==> config.mk <==
export PLATFORM = sky130hd
export DESIGN_NAME = seg_reg_bank
export DESIGN_NICKNAME = d
export VERILOG_FILES = /design/src/rtl/seg_reg_bank.sv
export SDC_FILE = /design/constraint.sdc
export NUM_CORES = 1
export LEC_CHECK = 0
export ABC_AREA = 0
export BUFFER_PORTS_ARGS = -buffer_cell sky130_fd_sc_hd__buf_2
export CORE_MARGIN = 1
export CORE_UTILIZATION = 55
export DETAILED_ROUTE_END_ITERATION = 12
export GPL_TIMING_DRIVEN = 1
export MAX_ROUTING_LAYER = met4
export PLACE_DENSITY = 0.81
export REMOVE_ABC_BUFFERS = 1
export SYNTH_ARGS = -nofsm -noshare
export SYNTH_HDL_FRONTEND = slang
export SYNTH_SLANG_ARGS = --single-unit
==> constraint.sdc <==
create_clock -name Clock -period 1.9 [get_ports Clock]
set_clock_uncertainty 0.1 [all_clocks]
set_input_delay 0.285 -clock Clock [delete_from_list [all_inputs] [get_ports Clock]]
set_output_delay 0.285 -clock Clock [all_outputs]
set_load 0.1 [all_outputs]
==> src/rtl/seg_reg_bank.sv <==
// seg_reg_bank: CHANNELS x WIDTH display register bank with addressed write, combinational
// read-back and a free-running scan engine driving a shared segment bus plus one-hot digit select.
// Latency: RdData combinational; ScanSeg/ScanSel/FrameTick registered, 1 cycle after idx/bank.
// Backpressure: none. Writes are always accepted; out-of-range addresses are dropped.
// Optional: define SEG_REG_BANK_BLINK_EN to add the BlinkMask input and a frame-counted blink phase.
module seg_reg_bank #(
    parameter int unsigned       WIDTH     = 7,
    parameter int unsigned       CHANNELS  = 4,
    parameter int unsigned       SCAN_DIV  = 16,
    parameter logic [WIDTH-1:0]  RESET_VAL = {WIDTH{1'b1}},
    localparam int unsigned      AW        = (CHANNELS > 1) ? $clog2(CHANNELS) : 1
) (
    input  logic                Clock,
    input  logic                Reset,
    input  logic                WrEn,
    input  logic [AW-1:0]       WrAddr,
    input  logic [WIDTH-1:0]    WrData,
    input  logic [AW-1:0]       RdAddr,
    output logic [WIDTH-1:0]    RdData,
    input  logic                Blank,
    output logic [WIDTH-1:0]    ScanSeg,
    output logic [CHANNELS-1:0] ScanSel,
    output logic                FrameTick
`ifdef SEG_REG_BANK_BLINK_EN
    ,
    input  logic [CHANNELS-1:0] BlinkMask
`endif
);

    localparam int unsigned PW     = (SCAN_DIV > 1) ? $clog2(SCAN_DIV) : 1;
    localparam logic [AW:0] CH_LIM = (AW+1)'(CHANNELS);

    logic [WIDTH-1:0]    bank [CHANNELS];
    logic [PW-1:0]       pre;
    logic [AW-1:0]       idx;
    logic                pre_last;
    logic                idx_last;
    logic                wrap_q;
    logic                blink_off;
    logic [CHANNELS-1:0] sel_onehot;

    assign pre_last   = (pre == PW'(SCAN_DIV - 1));
    assign idx_last   = (idx == AW'(CHANNELS - 1));
    assign sel_onehot = CHANNELS'(1) << idx;

    // Bank update: only in-range addresses write; every other entry holds.
    always_ff @(posedge Clock or posedge Reset) begin
        if (Reset) begin
            for (int i = 0; i < CHANNELS; i++) begin
                bank[i] <= RESET_VAL;
            end
        end else if (WrEn && ({1'b0, WrAddr} < CH_LIM)) begin
            bank[WrAddr] <= WrData;
        end
    end

    // Read-back is a plain mux; out-of-range addresses read as the reset pattern.
    always_comb begin
        RdData = RESET_VAL;
        if ({1'b0, RdAddr} < CH_LIM) begin
            RdData = bank[RdAddr];
        end
    end

    // Prescaler holds each channel for SCAN_DIV cycles, then steps idx with wrap.
    always_ff @(posedge Clock or posedge Reset) begin
        if (Reset) begin
            pre <= '0;
            idx <= '0;
        end else if (pre_last) begin
            pre <= '0;
            idx <= idx_last ? '0 : idx + 1'b1;
        end else begin
            pre <= pre + 1'b1;
        end
    end

`ifdef SEG_REG_BANK_BLINK_EN
    localparam int unsigned BLINK_DIV = 32;
    localparam int unsigned BW        = $clog2(BLINK_DIV);

    logic [BW-1:0] blink_cnt;

    // Frame counter for blinking; its MSB is the blink phase.
    always_ff @(posedge Clock or posedge Reset) begin
        if (Reset) begin
            blink_cnt <= '0;
        end else if (FrameTick) begin
            blink_cnt <= blink_cnt + 1'b1;
        end
    end

    assign blink_off = blink_cnt[BW-1] & BlinkMask[idx];
`else
    assign blink_off = 1'b0;
`endif

    // Pin register: segment bus and digit select lag idx/bank by one cycle;
    // FrameTick is delayed once more so it coincides with channel 0 on the pins.
    always_ff @(posedge Clock or posedge Reset) begin
        if (Reset) begin
            ScanSeg   <= RESET_VAL;
            ScanSel   <= '0;
            wrap_q    <= 1'b0;
            FrameTick <= 1'b0;
        end else begin
            wrap_q    <= pre_last & idx_last;
            FrameTick <= wrap_q;
            if (Blank) begin
                ScanSeg <= RESET_VAL;
                ScanSel <= '0;
            end else begin
                ScanSeg <= blink_off ? RESET_VAL : bank[idx];
                ScanSel <= sel_onehot;
            end
        end
    end

endmodule

# Yosys cells after proc, flatten, opt, wreduce, memory -nomap -nowiden
# Index checks and enable logic that the tools add are counted.
# Widths: inputs -> output; s select.
classes:
  n_reduce_logical: 1
  add_sub_neg: 2
  shifts: 1
  n_mux: 13
  order_cmp: 4
  n_eq_ne: 2
  n_bitwise: 4
ops:
  columns: ["operator", "n"]
  rows:
  - ["$mux 7", 6]
  - ["$bmux 7 s2", 2]
  - ["$bwmux 28", 1]
  - ["$demux 7 s2", 1]
  - ["$ge 3x3->1 const B", 3]
  - ["$not 2->3", 3]
  - ["$mux 4", 2]
  - ["$add 4x1->4 const B", 1]
  - ["$eq 4x4->1 const B", 1]
  - ["$shl 1x2->4 const A", 1]
  - ["$lt 3x1->1 const B", 1]
  - ["$add 2x1->2 const B", 1]
  - ["$eq 2x2->1 const B", 1]
  - ["$mux 2", 1]
  - ["$and 1x1->1", 1]
  - ["$logic_and 1x1->1", 1]
totals:
  reg_bits: 47
  word_cells: 37
  output_inout_bits: 19
  in_bits: 15

# Logic depth before layout (Yosys ltp)
logic_depth:
  word_depth: 6
  depth_mapped: 5
  ltp_nobuf: 3

# Worst setup path before layout
# Ideal clock, no wire load.
synth_path:
  path_type: "input -> output"
  start: "input port RdAddr[0]"
  end: "output port RdData[0]"
  cell_stages: 2
  setup_slack_ps: 233
  t_required_ps: 1515
  arrival_ps: 1282
  path_buffers: 1
  path_cell_list: "buf_2 mux4_2"
synth_via:
  elab_chain_cells: 4
synth_rtl:
  columns: ["element", "line", "source"]
  rows:
  - ["start: declaration", "18", "input logic [AW-1:0] RdAddr,"]
  - ["$not 2->3 (not written as such)", "61", "RdData = bank[RdAddr];"]
  - ["$bmux 7 s2", "61", null]
  - ["$mux 7 (not written as such) (2 in series)", "61", null]
  - ["end: declaration", "19", "output logic [WIDTH-1:0] RdData,"]
# No other way between the ends. The select of a mux whose other input is x is not followed.

# Final worst setup path
layout_path:
  start: "register bank[4] (netlist bit)"
  end: "output port RdData[4]"
layout_via:
  elab_chain_cells: 3
layout_rtl:
  columns: ["element", "line", "source"]
  rows:
  - ["start: declaration", "33", "logic [WIDTH-1:0] bank [CHANNELS];"]
  - ["start signal: indexed assignment", "53", "bank[WrAddr] <= WrData;"]
  - ["$bmux 7 s2", "61", null]
  - ["$mux 7 (not written as such) (2 in series)", "61", null]
# No other way between the ends. The select of a mux whose other input is x is not followed.

==> results_dict.tcl <==
set metrics [dict create \
    yosysSeqAreaShare_pct 57.02 \
    nFillCells 277 \
    ys_async_sr_fraction_pct 100.0 \
    num_vias 1274 \
    power.leakage_nw 1.184 \
    fin_crit_sh_pct 96.51 \
    crit_path_max_fanout 3 \
    clock_sinks 47 \
    peakVddDrop_uv 691.6 \
    die_w_um 64.37 \
    netlist_instances 136 \
    synth_top_flop_cell "dfstp_2" \
    worst_setup_path_start_kind "flop" \
    synth_common_cells "35 x dfstp_2, 30 x mux2_2, 14 x mux2i_1, 12 x dfrtp_1" \
    clock_latency_ps 300 \
    synthToLayoutAreaGrowth_pct 16.08 \
    grt_pass1_vias 1358 \
    finalMaxSlewViolations 0 \
    crit_path_top_delay_cell "mux4_2" \
    grt_max_degree 48 \
    synthesis.area_um2 2140 \
    dp.cells 217 \
    tightestPinTransition_ps 640.0 \
    htreeDepth 2 \
    synth.avg_cell_area_um2 15.73 \
    status "completed" \
    drt-wirelength-per-cell_um 17.88 \
    drive_gt1_share_pct 67.23 \
    grt_setup_unrepaired "no" \
    nets 196 \
    synth_top_area_cell "dfstp_2" \
    routabilityCongestion 0.7137 \
    path_clk_slew_ps 80 \
    holdBufCountCts 0 \
    multi_input_area_um2 882.1 \
    drv_cap 0 \
    register_area_um2 1220 \
    initialDrtViolationCount 52 \
    r2r-start "idx[0]" \
    final_cells 225 \
    clockRootBuffer "clkbuf_8" \
    clock.fmax_ghz 0.5454 \
    tns_ps 0 \
    synthMostInstantiatedCell "dfstp_2" \
    final-hold-violation-count 0 \
    synth_edf_count 0 \
    hpwl_mm 2.845 \
    synth_area_leaders "dfstp_2 43%, mux2_2 16%, dfrtp_1 14%, mux4_2 7.4%, mux2i_1 6.5%" \
    overflow 0 \
    netlist.area_leader.share_pct 42.98 \
    clockBufferDepth 2 \
    ios 34 \
    routed_wl_mm 4.023 \
    viasPerCell 5.662 \
    cts_setup_buffers 0 \
    route.detailed.drc 0 \
    finalPower_mw 2.716 \
    finalInstanceArea_um2 2484 \
    start_util_pct 58.01 \
    synth_seq_cells 47 \
    dieHeight_um 64.37 \
    crit_arrival_ps 1450 \
    cts_made_buffers 5 \
    min_path_type "input port to async pin" \
    crit_type "flop to output pin" \
    diodes 0 \
    worstPathRequired_ps 1510 \
    port_buffers 33 \
    startpoint "bank[4]" \
    die-area_um2 4144 \
    yosysWarnings 0 \
    tritoncts "built" \
    antenna_found_initial 0 \
    grt_usage_pct 22.87 \
    num_rows 22 \
    core_area_um2 3689 \
    power_density_nw_per_um2 1094 \
    setup_viol 0 \
    cp_num_buf_inv 1 \
    path_cells "mux4_2, clkbuf_4" \
    synth.distinct_cells 19 \
    timing.slew.headroom_pct 57.18 \
    end_kind "output pin" \
    cp_top_family "multiplexers" \
    ant_nets 0 \
    finalCriticalPeriod_ps 1834 \
    crit_path_max_incr_delay_ps 470 \
    dpl-instance-area_um2 2387 \
    firstDrtPassIters 4 \
    grt_pass1_wl_mm 6.651 \
]
cells by family after synthesis:
| group | count (synthesis) | share of synthesized area, % |
|---|---|---|
| flops | 47 | 57.02 |
| simple gates | 13 | 4.502 |
| compound gates | 11 | 3.684 |
| fa+ha+maj | 5 | 2.924 |
| xor+xnor | 1 | 0.4094 |
| buf+inv | 8 | 1.754 |
| mux | 51 | 29.71 |
repair_timing:
action,4_1_cts,5_1_grt
resized for setup,0,6
endpoints found under the hold margin,0,0
setup endpoints to repair,0,6
worst min-delay path: cells and delay by family:
kind | cells | cell delay (ps)
buffers and inverters | 3 | 600
flip-flops by register name (all words and copies together), names as in the netlist:
| signal | cells |
|---|---|
| idx | 2 |
| ScanSeg | 7 |
| wrap_q | 1 |
| pre | 4 |
| bank | 28 |
| FrameTick | 1 |
| ScanSel | 4 |
metal layers:
layer	global-route usage [%]	vias up	wire, µm
li1	-	578	-
met1	26.02	658	1594
met2	39.61	33	2225
met3	5.893	5	153
met4	6.667	0	49
met5	-	-	0
area by class of cell:
| cell class | instances | share of cell area [%] |
|---|---|---|
| well taps | 48 | 2.418 |
| clock inverters | 1 | 0.2015 |
| multi-input cells | 81 | 35.52 |
| clock buffers | 7 | 3.073 |
| inverters | 4 | 0.6045 |
| repair buffers | 37 | 9.068 |
| flip-flops and latches | 47 | 49.12 |
power breakdown:
part	internal [mW]	switching, mW	total, mW
registers	1.23	0.0925	1.32
clock network	0.259	0.320	0.579
logic	0.255	0.560	0.815
total	1.74	0.973	2.72
cell usage in the layout, fill, tap and decap left out:
master and count:
a22oi_1 7, mux2i_1 14, buf_4 4, clkbuf_4 6, buf_12 1, clkinv_2 1
a31oi_1 3, nand3b_2 2, mux2_2 30, nor3b_4 1, ha_1 5, nor2_1 4
nor2b_1 4, buf_2 26, mux4_2 7, inv_1 4, nand3_1 1, dfrtp_1 12
clkbuf_8 5, a21o_1 1, xor2_1 1, dfstp_2 35, nand3_2 1, clkbuf_1 2
through the flow:
stage	utilization, %	hold slack (ps)	setup slack (ps)
2_1_floorplan	-	231.2	257.1
3_3_place_gp	64.72	238.8	116.7
3_5_place_dp	64.72	251.1	119.3
4_1_cts	66.93	36.41	3.549
5_1_grt	67.33	65.81	36.55
6_report	67.33	19.50	66.34
final timing paths:
kind,to,slack [ps],cells past startpoint
min reg2reg,FrameTick,270,0
min,FrameTick,20,3
min in group Clock,ScanSel[3],110,2
max in group asynchronous,bank[13],1300,3
max,RdData[4],70,2
max reg2reg,ScanSeg[1],480,2
No activity file was read; power rests on OpenSTA's default activity.
